--- config.mk ---
export PLATFORM = sky130hd
export DESIGN_NAME = os_fifo
export DESIGN_NICKNAME = d
export VERILOG_FILES = /design/src/rtl/alct_pkg.sv /design/src/rtl/os_fifo_pulse_sync.sv /design/src/rtl/os_fifo.sv
export SDC_FILE = /design/constraint.sdc
export NUM_CORES = 1
export LEC_CHECK = 0
export ABC_CLOCK_PERIOD_IN_PS = 3500
export CAP_MARGIN = 10
export CORE_ASPECT_RATIO = 0.6
export CORE_MARGIN = 3
export CORE_UTILIZATION = 57
export CTS_BUF_LIST = sky130_fd_sc_hd__clkbuf_4 sky130_fd_sc_hd__clkbuf_8
export DETAILED_ROUTE_END_ITERATION = 10
export GPL_TIMING_DRIVEN = 0
export PLACE_DENSITY_LB_ADDON = 0.05
export RECOVER_POWER = 100
export SLEW_MARGIN = 20
export SYNTH_ARGS = -nofsm -noshare
export SYNTH_HDL_FRONTEND = slang
export SYNTH_SLANG_ARGS = --single-unit
--- constraint.sdc ---
create_clock -name clk -period 3.5 [get_ports clk]
set_clock_uncertainty 0.05 [all_clocks]
set_input_delay 0.7 -clock clk [delete_from_list [all_inputs] [get_ports clk]]
set_output_delay 0.7 -clock clk [all_outputs]
set_load 0.01 [all_outputs]
--- src/rtl/alct_pkg.sv ---
// Shared constants for the LCT output-storage path between trigger logic and the TAP.
package alct_pkg;

  localparam int OS_W         = 51;
  localparam int OS_VALID_BIT = 50;
  localparam int OS_OVF_BIT   = 49;
  localparam int OS_DW        = 49;
  localparam int OS_DEPTH     = 16;

  typedef struct packed {
    logic              valid;
    logic              ovf;
    logic [OS_DW-1:0]  payload;
  } os_word_t;

endpackage

--- src/rtl/os_fifo_pulse_sync.sv ---
// Three-flop synchroniser with rising-edge detect; one clk pulse per din rising edge.
module pulse_sync (
  input  logic clk,
  input  logic hard_rst,
  input  logic din,
  output logic pulse
);

  logic s1, s2, s3;

  always_ff @(posedge clk or negedge hard_rst) begin
    if (!hard_rst) begin
      s1 <= 1'b0;
      s2 <= 1'b0;
      s3 <= 1'b0;
    end else begin
      s1 <= din;
      s2 <= s1;
      s3 <= s2;
    end
  end

  assign pulse = s2 & ~s3;

endmodule

--- src/rtl/os_fifo.sv ---
// Output-storage FIFO: buffers LCT records in clk and presents them read-ahead to the TAP
// as {valid, ovf, payload}, popping the next record after each synchronised OSread.
module os_fifo
  import alct_pkg::*;
#(
  parameter int DEPTH = OS_DEPTH,
  parameter int DW    = OS_DW
) (
  input  logic                     clk,
  input  logic                     hard_rst,
  input  logic                     clr,
  input  logic                     wr_en,
  input  logic [DW-1:0]            wr_data,
  input  logic                     os_rd,
  output logic [DW+1:0]            os_data,
  output logic [$clog2(DEPTH):0]   count,
  output logic                     full,
  output logic                     empty,
  output logic                     overflow
);

  localparam int AW = $clog2(DEPTH);
  localparam int CW = AW + 1;

  logic [DW-1:0] mem [DEPTH];
  logic [AW-1:0] wr_ptr, rd_ptr;
  logic [CW-1:0] cnt_nxt;
  logic          pop, do_wr, do_rd;

  pulse_sync u_rd_sync (
    .clk      (clk),
    .hard_rst (hard_rst),
    .din      (os_rd),
    .pulse    (pop)
  );

  assign full  = (count == CW'(DEPTH));
  assign empty = (count == '0);

  // full/empty are taken from pre-cycle state, so a pop never frees room for a same-cycle write
  assign do_wr = wr_en & ~full & ~clr;
  assign do_rd = pop & ~empty & ~clr;

  always_comb begin
    cnt_nxt = count;
    if (do_wr && !do_rd)
      cnt_nxt = count + 1'b1;
    else if (!do_wr && do_rd)
      cnt_nxt = count - 1'b1;
  end

  always_ff @(posedge clk) begin
    if (do_wr)
      mem[wr_ptr] <= wr_data;
  end

  always_ff @(posedge clk or negedge hard_rst) begin
    if (!hard_rst) begin
      wr_ptr   <= '0;
      rd_ptr   <= '0;
      count    <= '0;
      overflow <= 1'b0;
      os_data  <= '0;
    end else if (clr) begin
      wr_ptr   <= '0;
      rd_ptr   <= '0;
      count    <= '0;
      overflow <= 1'b0;
    end else begin
      count <= cnt_nxt;
      if (do_wr)
        wr_ptr <= wr_ptr + 1'b1;
      if (do_rd)
        rd_ptr <= rd_ptr + 1'b1;
      if (pop)
        os_data <= empty ? {1'b0, overflow, {DW{1'b0}}}
                         : {1'b1, overflow, mem[rd_ptr]};
      // a drop in the same cycle as a pop must stay visible to software
      if (wr_en && full)
        overflow <= 1'b1;
      else if (pop)
        overflow <= 1'b0;
    end
  end

endmodule

Word level (Yosys, flattened, before mapping)
Memories as Yosys holds them, arrays and structs flattened.
Cells that the tools add are included.

storage, ports and cells
  register bits = 68
  memories = 1
  memory bits (writable) = 784
  logic and storage cells = 47

operators by class
  mux-type cells = 13
  bitwise gates (word level) = 9
  $add $sub $neg = 4
  reductions and logical operators = 11
  equal/unequal tests = 1

memories
  memory  depth  bits a word  rd ports  clocked after Yosys merged registers in  wr ports  line           RTL
  mem     16     49           1         0                                        1         os_fifo.sv:25  logic [DW-1:0] mem [DEPTH];

operator list
  kind                                                                number
  51-bit 2-to-1 mux                                                   1
  4-bit 2-to-1 mux                                                    4
  5-bit 2-to-1 mux                                                    3
  4-bit by 1-bit adder with 4-bit output, second input constant       2
  3-bit nonzero test                                                  2
  5-bit by 1-bit adder with 5-bit output, second input constant       1
  1-bit AND                                                           5
  5-bit equality test, second input constant                          1
  5-bit zero test                                                     1
  1-bit 2-to-1 mux                                                    5
  5-bit by 1-bit subtractor with 5-bit output, second input constant  1
  1-bit NOT                                                           4
  2-bit nonzero test                                                  2
  1-bit logical AND                                                   3
  1-bit zero test                                                     2
  2-bit AND reduction                                                 1

Logic depth before layout (Yosys ltp)
  depth after elaboration = 9
  gate-level depth with buffers = 10

Cells and area by module
From an unflattened synthesis, not the netlist that was laid out.

second synthesis, totals
  cell total of the unflattened synthesis = 1478
  area, all modules = 32571.2 um^2

by module, submodules not included
  module      area each (um^2)  instances  seq. area each (um^2)  cells each
  os_fifo     32482.4           1          25169.1                1474
  pulse_sync  88.8              1          75.1                   4

Worst setup path after synthesis
OpenSTA, ideal clock, no wires.

  path kind = input to register
  start point = input clr
  end point = memory mem[5][0] (netlist bit), enable pin
  arrival time = 3472 ps
  required time = 2994 ps
  slack = -477 ps
  cell stages on the path = 3
  path buffers = 1
  cell sequence = clkbuf_1 > or3b_2 > nor2_1

on the way
  cells in the longest elaborated chain, start to end = 4

ends and longest elaborated chain
  what                                    line           RTL
  start, declared                         os_fifo.sv:11  input logic clr,
  1-bit NOT (no source line)              n/a
  1-bit AND                               os_fifo.sv:41  assign do_wr = wr_en & ~full & ~clr;
  1-bit 2-to-1 mux                        os_fifo.sv:53  if (do_wr)
  1-bit 2-to-1 mux (implied by the code)  os_fifo.sv:54  mem[wr_ptr] <= wr_data;
  end, declared                           os_fifo.sv:25

Every way passes these cells.

Worst setup path after layout
  start point = register count[0]
  end point = memory mem[15][26] (netlist bit), enable pin

on the way
  cells in the longest elaborated chain, start to end = 6

ends and longest elaborated chain
  what                                    line           RTL
  start, declared                         os_fifo.sv:16  output logic [$clog2(DEPTH):0] count,
  start signal, assigned                  os_fifo.sv:70  count <= cnt_nxt;
  5-bit equality test                     os_fifo.sv:37  assign full = (count == CW'(DEPTH));
  1-bit NOT                               os_fifo.sv:41
  1-bit AND (2 in a row)                  os_fifo.sv:41
  1-bit 2-to-1 mux                        os_fifo.sv:53
  1-bit 2-to-1 mux (implied by the code)  os_fifo.sv:54

Every way passes these cells.

==> results.md <==
* Worst Hold Class: reg2reg
* Drc violations at 0
* Least-Margin Pin Slew at 1.921 ns
* WL/cell at 28.56 µm
* Post-Syn Nets at about 1500
* Post-synth top area share at just over 70%
* Mux contribution to synthesized area at 15.20%
* CP max stage delay at 0.55 ns
* Pwr dens at a little under 600 nW/µm²
* Ordered list of cells on the worst path: nor4_2 > a21boi_0 > buf_2 > nand2_1 > nor2_4 > clkbuf_2 > buf_16 > buf_6
* Crit share post-route at 96.31%
* Post-synthesis compound-gate area fraction at about 3.4%
* Clock insertion delay at the later pin of the skew report at 0.71 ns
* WP data required at a little under 4 ns
* Synth Area per Inst at approximately 22 µm²
* Initial antenna violation count at 7
* Num CTS Buffers at ~120
* Mapped Cells at 1472
* CP Capture Point: mem[15][26]$_DFFE_PP_
* Busiest grt layer: met1
* CTS resizes at 0
* Yosys reg bits at 852
* Clock share of power at 33.3%
* Net Sw Frac at 24.15%
* Area Overhead vs Synth at 16.02%
* Register share of total power at between 50% and 60%
* Post-Synth XOR/XNOR Area at 0.2422%
* Root Driver: clkbuf_8
* Crit Reg-Reg Startpoint: count[0]$_DFFE_PN0P_
* Critical-path maximum fanout at 12
* Synth top cells by count: 784 x edfxtp_1, 196 x mux4_2, 68 x dfrtp_1
* Main combinational cell family by area after synthesis: multiplexers
* Data arrival, critical path at 3.73 ns
* Final hold slack at slightly above 0.3 ns
* Setup bufs post-CTS at 0
* DR pass1 iterations at 5
* Sequential share of the synthesized area at 77.56%
* R2R setup slack at 0.13 ns
* Critical-path top delay cell: clkbuf_2
* WL final at between 70000 and 80000 µm
* Crit path buf inv count at 4
* Die H at 191.1 µm
* CP Depth at 8
* Boundary pin count at 113
* WS Path Type: reg2reg
* Grt met2 use at roughly 35%
* Starting Density at 57.95%
* Die Wd at 314.5 µm
* Fmax at 296.7 MHz
* Max-cap violations at 1
* EDFF count, synth at roughly 780
* H-tree depth at 3
* First-pass GRT wire length at 109600 µm
* Worst IR Drop VDD at 0.3459 mV
* Setup violators final at 0
* Number of buffers added on ports at 112
* Gr usage total at 25.62%
* Die area at about 60000 µm²
* CP startpoint kind: register
* CP Capture Type: register
* RePlAce Congestion at 0.7277
* CP delay by family, top: buffers and inverters
* Total grt overflow at 0
* Via count at ~16000
* Slew Viols, Final at 25
* Initial drt markers at 1787
* Synth cell types at 37
* Cell-internal power at 16.75 mW
* Net Switching at 5.332 mW
* Final HPWL DP at 48260 µm
* Detail Route Antenna Nets at 0
* Clock Pin Slew Worst Setup and Hold Paths at 0.07 ns
* Synth top area cells: edfxtp_1 72%, mux4_2 14%, dfrtp_1 5.2%, mux2i_1 1.6%, a22o_1 1.3%
* Hold-fix buffers, CTS at 1
* Met3 Use GR at 6.490%
* Hold Fails Final Rpt at 0
* CTS tree: built
* Pin count of the biggest net entering global routing at 45
* Share of cells above drive strength 1 at 25.86%
* Final core area utilization at 67.24%
* Max_slew headroom at -28.07%
* Ys Warns at 0
* Area leader, netlist: edfxtp_1
* Adder-cell share of the synthesized area at 0.4075%
* LEAKAGE at 12.13 nW
* Vias per cell at 6.165
* Failing checks: max-capacitance violations, max-slew violations
* R2R Path End: mem[15][26]$_DFFE_PP_
* Simple-Gate Fraction of Synth Area at 1.772%
* Combinational share of power at 13.2%
* Cell count of the worst reg-to-reg path at 8
* Vias in the first global route at 16250
* Async SR Flop Fraction at 7.981%
* Routing usage on met1 at 41.44%
* Status: finished, violations left
* Max Root-Sink Buffers at 3
* Worst Setup SP: count[0]$_DFFE_PN0P_
* Clock period minus worst slack at 3.371 ns
* Std cell rows at 67
* Top-count cell post-synth: edfxtp_1
* Synth Flop Type: edfxtp_1
* Synth Cell Area at 32550 µm²
* Sink Count at 852
* Nets at 1813
* Core area at ~56000 µm²
* RSZ-0062 raised after global routing: false
routing by layer:
layer,routed length [µm],vias to the layer above
met5,0,-
met3,6909,101
met4,1280,0
li1,-,6725
met2,32120,734
met1,33900,8457
area by class of cell:
cell class,count,area [µm²]
fill,3575,18400
tap,759,949.7
inverter,3,11.26
timing repair buffer,158,1964
clock buffer,162,1998
buffer,85,451.7
multi-input combinational,532,6905
clock inverter,45,235.2
sequential,852,25240
antenna,2,5.005
through the flow:
step / instance area [µm²] / worst slack (ns) / TNS (ns) / std cells / power [mW]
global route: 37760 / 0.07981 / 0 / 2597 / 22.99
detailed placement: 35820 / -0.3222 / -18.90 / 2388 / 15.12
global placement: 34650 / -4.131 / -1948.73 / 2343 / 14.98
finish: 37770 / 0.1293 / 0 / 2598 / 22.08
CTS: 38070 / 0.2580 / 0 / 2596 / 22.43
floorplan: 32580 / -0.4757 / -92.97 / 1472 / 13.61
power by group through the flow:
| stage | clock network, mW | logic, mW | registers, mW |
|---|---|---|---|
| after floorplan | 0 | 1.49 | 12.1 |
| after global placement | 0 | 2.96 | 12.0 |
| after detailed placement | 0 | 3.08 | 12.0 |
| after CTS | 7.51 | 3.10 | 11.8 |
| after global routing | 7.98 | 3.15 | 11.8 |
| final | 7.35 | 2.92 | 11.8 |
state kept, by name, summed over array words and instances (netlist names):
signal,cells
mem,784
os_data,51
count,5
rd_ptr,4
wr_ptr,4
overflow,1
u_rd_sync.s1,1
u_rd_sync.s2,1
u_rd_sync.s3,1
layout by cell type (no fill, tap or decap), drive strengths merged, types with 3 or more instances in the layout:
master,instances
a211oi,50
mux4,196
clkdlybuf4s50,3
xnor2,3
a21oi,54
buf,79
a22o,49
dlygate4sd3,109
clkbuf,214
nand2,8
nor2,33
edfxtp,784
ha,9
mux2i,52
nor2b,49
xor2,6
and2,3
dfrtp,68
clkinv,42
inv,3
kinds of logic (layout without fill, tap and decap cells):
family | after synthesis | in the layout
flops | 852 | 852
mux | 249 | 249
compound gates | 157 | 157
simple gates | 107 | 107
buf+inv | 88 | 453
fa+ha+maj | 10 | 10
xor+xnor | 9 | 9
other cells | 0 | 2
how the worst min path moves through the flow:
stage | startpoint | endpoint | slack, ns | cells past startpoint
floorplan | u_rd_sync.s1$_DFF_PN0_ | u_rd_sync.s2$_DFF_PN0_ | 0.28 | 0
global placement | u_rd_sync.s1$_DFF_PN0_ | u_rd_sync.s2$_DFF_PN0_ | 0.29 | 0
detailed placement | u_rd_sync.s1$_DFF_PN0_ | u_rd_sync.s2$_DFF_PN0_ | 0.29 | 0
CTS | u_rd_sync.s1$_DFF_PN0_ | u_rd_sync.s2$_DFF_PN0_ | 0.31 | 0
global route | u_rd_sync.s1$_DFF_PN0_ | u_rd_sync.s2$_DFF_PN0_ | 0.31 | 0
finish | u_rd_sync.s1$_DFF_PN0_ | u_rd_sync.s2$_DFF_PN0_ | 0.31 | 0
(Power assumes the default switching activity.)
